### config.mk
export PLATFORM = sky130hd
export DESIGN_NAME = pulse_receiver_symbol_decoder
export DESIGN_NICKNAME = d
export VERILOG_FILES = /design/src/rtl/pulse_receiver_symbol_decoder.sv
export SDC_FILE = /design/constraint.sdc
export NUM_CORES = 1
export LEC_CHECK = 0
export ABC_AREA = 1
export BUFFER_PORTS_ARGS = -buffer_cell sky130_fd_sc_hd__buf_2
export CORE_UTILIZATION = 35
export DETAILED_ROUTE_END_ITERATION = 10
export GPL_TIMING_DRIVEN = 1
export PLACE_DENSITY = 0.5
export SLEW_MARGIN = 20
export SYNTH_ARGS = -nofsm -noshare
export SYNTH_HDL_FRONTEND = slang
export SYNTH_SLANG_ARGS = --single-unit
### constraint.sdc
create_clock -name clk -period 3.9 [get_ports clk]
set_input_delay 0.195 -clock clk [delete_from_list [all_inputs] [get_ports clk]]
set_output_delay 0.195 -clock clk [all_outputs]
set_load 0.02 [all_outputs]
### src/rtl/pulse_receiver_symbol_decoder.sv
// Pulse-width symbol decoder.
// Each pulse becomes a 2-bit symbol {level, long}. Symbols are packed into 16-symbol words,
// and completed words are queued in a small FIFO. A frame starts on an edge away from the
// idle level and ends after the line has sat at the idle level for `timeout` ticks.
module pulse_receiver_symbol_decoder #(
    parameter int unsigned CNT_W      = 8,
    parameter int unsigned FIFO_DEPTH = 2
) (
    input  logic             clk,
    input  logic             rst,
    input  logic             en,
    input  logic             clear,
    input  logic             sig_in,
    input  logic             invert,
    input  logic             idle_level,
    input  logic [3:0]       prescaler,
    input  logic [CNT_W-1:0] threshold,
    input  logic [CNT_W-1:0] timeout,
    input  logic             rd_en,
    output logic [31:0]      word_data,
    output logic [4:0]       word_count,
    output logic             word_valid,
    output logic             frame_done,
    output logic             overflow,
    output logic             busy
);

    localparam int unsigned PTR_W  = (FIFO_DEPTH > 1) ? $clog2(FIFO_DEPTH) : 1;
    localparam int unsigned FILL_W = PTR_W + 1;

    typedef enum logic [0:0] {StIdle, StActive} state_t;

    state_t             state_q;
    logic               lvl_q;
    logic [15:0]        psc_q;
    logic [CNT_W-1:0]   width_q;
    logic [3:0]         sym_idx_q;
    logic [31:0]        asm_q;

    logic [PTR_W-1:0]   wr_ptr_q, rd_ptr_q;
    logic [FILL_W-1:0]  fill_q;
    logic [31:0]        data_mem [FIFO_DEPTH];
    logic [4:0]         cnt_mem  [FIFO_DEPTH];

    logic               lvl, edge_det, tick, width_sat;
    logic [15:0]        psc_limit;
    logic [1:0]         sym;
    logic               emit, timeout_hit, push_full, push_part, push, pop, full, push_ok;
    logic [31:0]        push_data;
    logic [4:0]         push_count;

    function automatic logic [PTR_W-1:0] ptr_inc(input logic [PTR_W-1:0] p);
        return (p == PTR_W'(FIFO_DEPTH - 1)) ? '0 : p + PTR_W'(1);
    endfunction

    assign lvl       = sig_in ^ invert;
    assign edge_det  = en && (lvl != lvl_q);
    assign psc_limit = (16'd1 << prescaler) - 16'd1;
    // >= rather than == so a live prescaler decrease cannot strand the counter past the limit
    assign tick      = en && (psc_q >= psc_limit);
    assign width_sat = (width_q == {CNT_W{1'b1}});
    assign sym       = {lvl_q, (width_q > threshold)};

    assign emit        = (state_q == StActive) && edge_det;
    assign timeout_hit = en && (state_q == StActive) && (timeout != '0) && (lvl_q == idle_level)
                         && !edge_det && (width_q >= timeout);
    assign push_full   = emit && (sym_idx_q == 4'd15);
    assign push_part   = timeout_hit && (sym_idx_q != 4'd0);
    assign push        = !clear && (push_full || push_part);
    assign push_data   = push_full ? {sym, asm_q[29:0]} : asm_q;
    assign push_count  = push_full ? 5'd16 : {1'b0, sym_idx_q};

    assign word_valid  = (fill_q != '0);
    assign full        = (fill_q == FILL_W'(FIFO_DEPTH));
    assign pop         = !clear && rd_en && word_valid;
    // A full FIFO still accepts a push when the head is being popped in the same cycle
    assign push_ok     = push && (!full || pop);

    assign word_data   = word_valid ? data_mem[rd_ptr_q] : '0;
    assign word_count  = word_valid ? cnt_mem[rd_ptr_q] : '0;
    assign busy        = (state_q == StActive);

    // Frame FSM with line tracking, prescaler, width counter and symbol assembly
    always_ff @(posedge clk or posedge rst) begin
        if (rst) begin
            state_q    <= StIdle;
            lvl_q      <= 1'b0;
            psc_q      <= '0;
            width_q    <= '0;
            sym_idx_q  <= '0;
            asm_q      <= '0;
            frame_done <= 1'b0;
        end else begin
            lvl_q      <= lvl;
            frame_done <= 1'b0;
            if (clear || !en) begin
                state_q   <= StIdle;
                psc_q     <= '0;
                width_q   <= '0;
                sym_idx_q <= '0;
                asm_q     <= '0;
            end else begin
                if (edge_det) begin
                    psc_q   <= '0;
                    width_q <= '0;
                end else begin
                    psc_q <= tick ? 16'd0 : psc_q + 16'd1;
                    if (tick && !width_sat) begin
                        width_q <= width_q + CNT_W'(1);
                    end
                end
                case (state_q)
                    StIdle: begin
                        if (edge_det && (lvl_q == idle_level)) begin
                            state_q <= StActive;
                        end
                    end
                    StActive: begin
                        if (emit) begin
                            if (sym_idx_q == 4'd15) begin
                                sym_idx_q <= '0;
                                asm_q     <= '0;
                            end else begin
                                asm_q[{sym_idx_q, 1'b0} +: 2] <= sym;
                                sym_idx_q                     <= sym_idx_q + 4'd1;
                            end
                        end else if (timeout_hit) begin
                            state_q    <= StIdle;
                            sym_idx_q  <= '0;
                            asm_q      <= '0;
                            frame_done <= 1'b1;
                        end
                    end
                    default: state_q <= StIdle;
                endcase
            end
        end
    end

    // FIFO pointers, fill level and sticky overflow
    always_ff @(posedge clk or posedge rst) begin
        if (rst) begin
            wr_ptr_q <= '0;
            rd_ptr_q <= '0;
            fill_q   <= '0;
            overflow <= 1'b0;
        end else if (clear) begin
            wr_ptr_q <= '0;
            rd_ptr_q <= '0;
            fill_q   <= '0;
            overflow <= 1'b0;
        end else begin
            if (push_ok) begin
                wr_ptr_q <= ptr_inc(wr_ptr_q);
            end else if (push) begin
                overflow <= 1'b1;
            end
            if (pop) begin
                rd_ptr_q <= ptr_inc(rd_ptr_q);
            end
            fill_q <= fill_q + FILL_W'(push_ok) - FILL_W'(pop);
        end
    end

    // FIFO storage; contents are masked at the outputs while empty, so no reset needed
    always_ff @(posedge clk) begin
        if (push_ok) begin
            data_mem[wr_ptr_q] <= push_data;
            cnt_mem[wr_ptr_q]  <= push_count;
        end
    end

endmodule
==> Word level (Yosys, flattened, before mapping) <==
Memories as Yosys holds them, arrays and structs flattened.
Index checks and enable logic that the tools add are counted.
{ "classes": {"n_mux": 42, "bitwise": 2, "n_eq_ne": 6, "n_reduce_logical": 35, "add_sub_neg": 9, "n_shift": 3, "order_cmp": 3} }
{ "ops": {"columns": ["cell", "count"], "rows": [
  ["32-bit two-way mux", 7],
  ["16-bit two-way mux", 3],
  ["32-bit bitwise mux", 1],
  ["2-bit by 7-bit variable shift with 32-bit output, first input constant", 1],
  ["2-bit by 7-bit variable part select with 32-bit output", 1],
  ["8-bit two-way mux", 3],
  ["4-bit two-way mux", 5],
  ["1-bit two-way mux", 19],
  ["16-bit by 1-bit adder with 16-bit output, second input constant", 1],
  ["16-bit greater-or-equal comparator", 1],
  ["1-bit logical AND", 16],
  ["1-bit by 4-bit << shifter with 16-bit output, first input constant", 1],
  ["16-bit by 1-bit subtractor with 16-bit output, second input constant", 1],
  ["5-bit two-way mux", 2],
  ["2-bit nonzero test", 5],
  ["8-bit by 1-bit adder with 8-bit output, second input constant", 1],
  ["8-bit equality test, second input constant", 1],
  ["8-bit greater-or-equal comparator", 1],
  ["8-bit greater-than comparator", 1],
  ["8-bit nonzero test", 1],
  ["5-bit negator with 7-bit output", 1],
  ["3-bit nonzero test", 2],
  ["1-bit logical NOT", 5],
  ["4-bit by 1-bit adder with 4-bit output, second input constant", 1],
  ["15 further kinds", 19]
]} }
{ "totals": {"ram_bits": 74, "input_bits": 28, "register_bits": 68, "memories": 2} }
{ "mem_list": {"columns": ["memory", "words", "width", "rd", "rd_clocked_by_memory_dff", "wr", "line_no", "text"], "rows": [
  ["data_mem", 2, 32, 1, 0, 1, "42", "logic [31:0] data_mem [FIFO_DEPTH];"],
  ["cnt_mem", 2, 5, 1, 0, 1, "43", "logic [4:0] cnt_mem [FIFO_DEPTH];"]
]} }

==> Depth between registers and ports, before layout <==
{ "logic_depth": {"word_depth": 13, "depth_mapped": 20, "mapped_depth_nobuf": 19} }

==> Least setup slack after synthesis <==
Ideal clock, no wire load.
{ "synth_path": {"path_type": "register to register", "startpoint": "reg width_q[7]", "endpoint": "mem cnt_mem[1][0] (enable)", "setup_slack_ns": 0.517, "stages_incl_launch_ff": 10, "n_path_buf": 0, "period_less_slack_ns": 3.383, "required_ns": 3.469, "setup_time_ns": 0.431, "arrival_ns": 2.952, "path_cell_list": "dfrtp_1 -> ha_1 -> nand2_1 -> nor2_1 -> nand4_1 -> nand3_1 -> nand3_1 -> nand2_1 -> nand3_1 -> nor2_1"} }
{ "synth_between": {"elab_chain_len": 8} }
{ "synth_lines": {"columns": ["item", "line_no", "text"], "rows": [
  ["from (decl)", "36", "logic [CNT_W-1:0] width_q;"],
  ["from (signal assigned)", "109", "width_q <= width_q + CNT_W'(1);"],
  ["8-bit greater-or-equal comparator", "66", "&& !edge_det && (width_q >= timeout);"],
  ["1-bit logical AND", "66", null],
  ["1-bit logical AND", "68", "assign push_part = timeout_hit && (sym_idx_q != 4'd0);"],
  ["1-bit logical OR", "69", "assign push = !clear && (push_full || push_part);"],
  ["1-bit logical AND", "69", null],
  ["1-bit logical AND", "77", "assign push_ok = push && (!full || pop);"],
  ["1-bit two-way mux", "167", "if (push_ok) begin"],
  ["1-bit two-way mux (not written as such)", "169", "cnt_mem[wr_ptr_q] <= push_count;"],
  ["to (decl)", "43", null]
]} }
No other way between the ends.

==> Final worst setup path <==
{ "layout_path": {"startpoint": "reg sym_idx_q[0]", "endpoint": "mem data_mem[1][15] (enable)"} }
{ "layout_between": {"elab_chain_len": 7, "elab_cells_between_ends": 9, "classes_between": "eq/ne: 1; mux: 2; reduce/logical: 6"} }
{ "layout_lines": {"columns": ["item", "line_no", "text"], "rows": [
  ["from (decl)", "37", "logic [3:0] sym_idx_q;"],
  ["from (signal assigned)", "125", "sym_idx_q <= sym_idx_q + 4'd1;"],
  ["4-bit equality test / 4-bit nonzero test (equally long branches)", "67, 68", null],
  ["1-bit logical AND (on tied branches)", "67, 68", null],
  ["1-bit logical OR (*)", "69", null],
  ["1-bit logical AND (*)", "69", null],
  ["1-bit logical AND (*)", "77", null],
  ["1-bit two-way mux (*)", "167", null],
  ["1-bit two-way mux (not written as such) (*)", "168", "data_mem[wr_ptr_q] <= push_data;"],
  ["to (decl)", "42", null]
]} }
Mark *: on every way between the ends. The rest lies on a longest branch, timed or not.

==> metrics.yaml <==
outcome:
  status: "complete, no violations"
die:
  die_area_um2: 22250
  die_height_um: 149.2
  initial_core_util_pct: 35.83
  ios: 69
  die_w_um: 149.2
  core_area_um2: 21150
  fp-row-count: 53
setup_path:
  crit_start: "sym_idx_q[0]"
  endpoint_kind: "register"
  cp_data_required_time_ns: 3.95
  path_class: "reg2reg"
  worst-path-max-fanout: 37
  reg2reg_to: "data_mem[1][15]"
  crit_arrival_ns: 2.79
  r2r-start: "sym_idx_q[0]"
  regToRegSetupSlack_ns: 1.16
  reg2regPathDepth: 8
  start_kind: "register"
  crit_path_end: "data_mem[1][15]"
synthesis:
  ys_seq_area_share_pct: 51.77
  synthTopCellsByArea: "edfxtp_1, dfrtp_1, nand2_1"
  yosysMostFrequentCell: "nand2_1"
  async_flop_share_pct: 47.89
  synth.cell_area_um2: 7579
  synth_top_area_share_pct: 29.32
  synthTopCellsByCount: "nand2_1, nor2_1, edfxtp_1, inv_1, dfrtp_1"
  ys_seq_elements: 142
  ys.flop_type: "edfxtp_1"
  synth_edf_count: 74
  yosysUniqueCellTypes: 40
  avgSynthCellArea_um2: 8.843
  syn_nets: 925
  yosysWarnings: 0
  yosysTopAreaCell: "edfxtp_1"
  netlist_instances: 857
detailed_routing:
  wl_per_cell_um: 13.96
  firstDrtPassIters: 5
  viasPerCell: 4.781
  drt-initial-drc-count: 296
  drc: 0
  vias: 5819
  antenna_left: 0
  drt_wl_total_mm: 16.99
clocking:
  tritoncts: "done"
  cts_resized: 0
  post_cts_buffers: 0
  cts-root-buf: "clkbuf_16"
  clk_latency_ns: 0.42
  numCtsBuffers: 17
  clock-sinks: 142
  path_clk_slew_ns: 0.06
  h-tree-depth: 4
  cts_buffer_depth: 2
timing:
  setup_viol: 0
  report.final.slew_viol_count: 0
  setup_ws_ns: 1.158
  hold_viol_final: 0
  finClkSkew_ns: 0.01279
  fmax_mhz: 364.6
  tns_ns: 0
  rsz0062_at_grt: "no"
  fin_crit_ns: 2.742
  slew_headroom_pct: 48.18
  tightest_slew_ns: 0.7773
  post-route-period-util_pct: 70.32
worst_hold_path:
  worstHoldPathType: "in2reg"
  hold_depth: 3
power_and_ir_drop:
  p_sw_uw: 715.4
  p_int_mw: 2.626
  max-vdd-ir-drop_mv: 0.2436
  p_leak_nw: 4.216
  combPwrFrac_pct: 4.2
  power_density_nw_per_um2: 379.7
  seqPwrFrac_pct: 47.1
  switching_share_pct: 21.41
  pwr-share-clk_pct: 48.7
final_layout:
  drive_gt1_share_pct: 15.18
  instances_no_fill: 1217
  nNetsFinal: 997
  syn_to_final_growth_pct: 16.13
  fin_util_pct: 41.60
  diodes: 0
global_routing:
  overflow: 0
  grt_pass1_wl_mm: 28.23
  grt_max_degree: 39
  antenna_found_initial: 0
  grt_pass1_vias: 5562
  grt_use_total_pct: 16.59
placed_design:
  dpl.hpwl_mm: 12.22
  dp.cells: 1184
  place.gp.congestion: 0.8507
  place_ws_ns: 0.9910
  io_buffers: 68
run:
  maxCapViolCount: 0
layout by cell type, fill, tap and decap left out, types with 5 or more instances in the layout:
cell type  instances
ha_1              40
nand4_1           23
nor2_1            78
o21ai_0           11
nand3_1           51
a21oi_1           57
edfxtp_1          74
buf_2             68
nand3_2            6
dfrtp_1           68
inv_1             73
nor2_4             5
inv_2              8
clkbuf_16         17
xor2_1            12
xnor2_1            6
buf_4              7
o21ai_2            9
nor3_1            17
nand2_1          266
cell type report:
cell class	count	area [um2]
clock inverters	13	146.4
well taps	275	344.1
inverters	81	304.0
repair buffers	76	402.9
fillers	2119	12350
clock buffers	19	442.9
flip-flops and latches	142	3924
multi-input cells	611	3237
metal layers:
| layer | up-vias | routed length [um] | GRT usage [%] |
|---|---|---|---|
| met1 | 2728 | 8149 | 21.70 |
| met5 | - | 0 | 0 |
| li1 | 2984 | - | - |
| met2 | 96 | 8011 | 27.44 |
| met3 | 11 | 572 | 3.150 |
| met4 | 0 | 253 | 5.663 |
metrics by stage:
stage / hold slack (ns) / instance area [um2] / power [mW]
2_1_floorplan: 0.2602 / 7579 / 1.701
3_3_place_gp: 0.4012 / 8202 / 1.745
3_5_place_dp: 0.4038 / 8202 / 1.745
4_1_cts: 0.04397 / 8801 / 3.376
5_1_grt: 0.06590 / 8801 / 3.453
6_report: 0.06017 / 8801 / 3.341
power groups by stage:
stage	clock [mW]	sequential, mW	combinational (mW)
finish	1.63	1.57	0.140
global route	1.72	1.57	0.163
CTS	1.66	1.57	0.144
detailed placement	0	1.60	0.143
global placement	0	1.60	0.142
floorplan	0	1.60	0.0994
flip-flops by register name (all words and copies together), names as in the netlist:
name	flops
cnt_mem	10
busy	1
overflow	1
wr_ptr_q	1
asm_q	32
fill_q	2
data_mem	64
lvl_q	1
sym_idx_q	4
width_q	8
rd_ptr_q	1
psc_q	16
frame_done	1
cells by family (layout without fill, tap and decap cells):
logic type	after synthesis	count (layout)	share of synthesized area [%]
simple gates	464	464	26.96
flops	142	142	51.77
buf+inv	104	189	5.646
compound gates	87	87	6.521
fa+ha+maj	40	40	6.604
xor+xnor	19	19	2.443
other cells	1	1	0.04948
how the worst min path moves through the flow:
stage,startpoint,endpoint,slack (ns)
floorplan,clear,fill_q[0],0.26
global placement,rst,psc_q[2],0.40
detailed placement,rst,psc_q[2],0.40
CTS,invert,lvl_q,0.04
global route,invert,lvl_q,0.07
finish,invert,lvl_q,0.06
critical path, stage by stage (launching register included):
cell and delay [ns]:
dfrtp_1 0.52, inv_1 0.18, ha_1 0.31, nand3_1 0.27, nand3_1 0.19, nand2_1 0.16, nand3_1 0.16, nor2_4 0.10
buf_4 0.44
repair_timing:
item / CTS / global route
endpoints found under the hold margin: 34 / 0
hold buffers: 1 / 0
endpoints found under the setup margin: 0 / 0
Power figures use the tool's default switching activity.
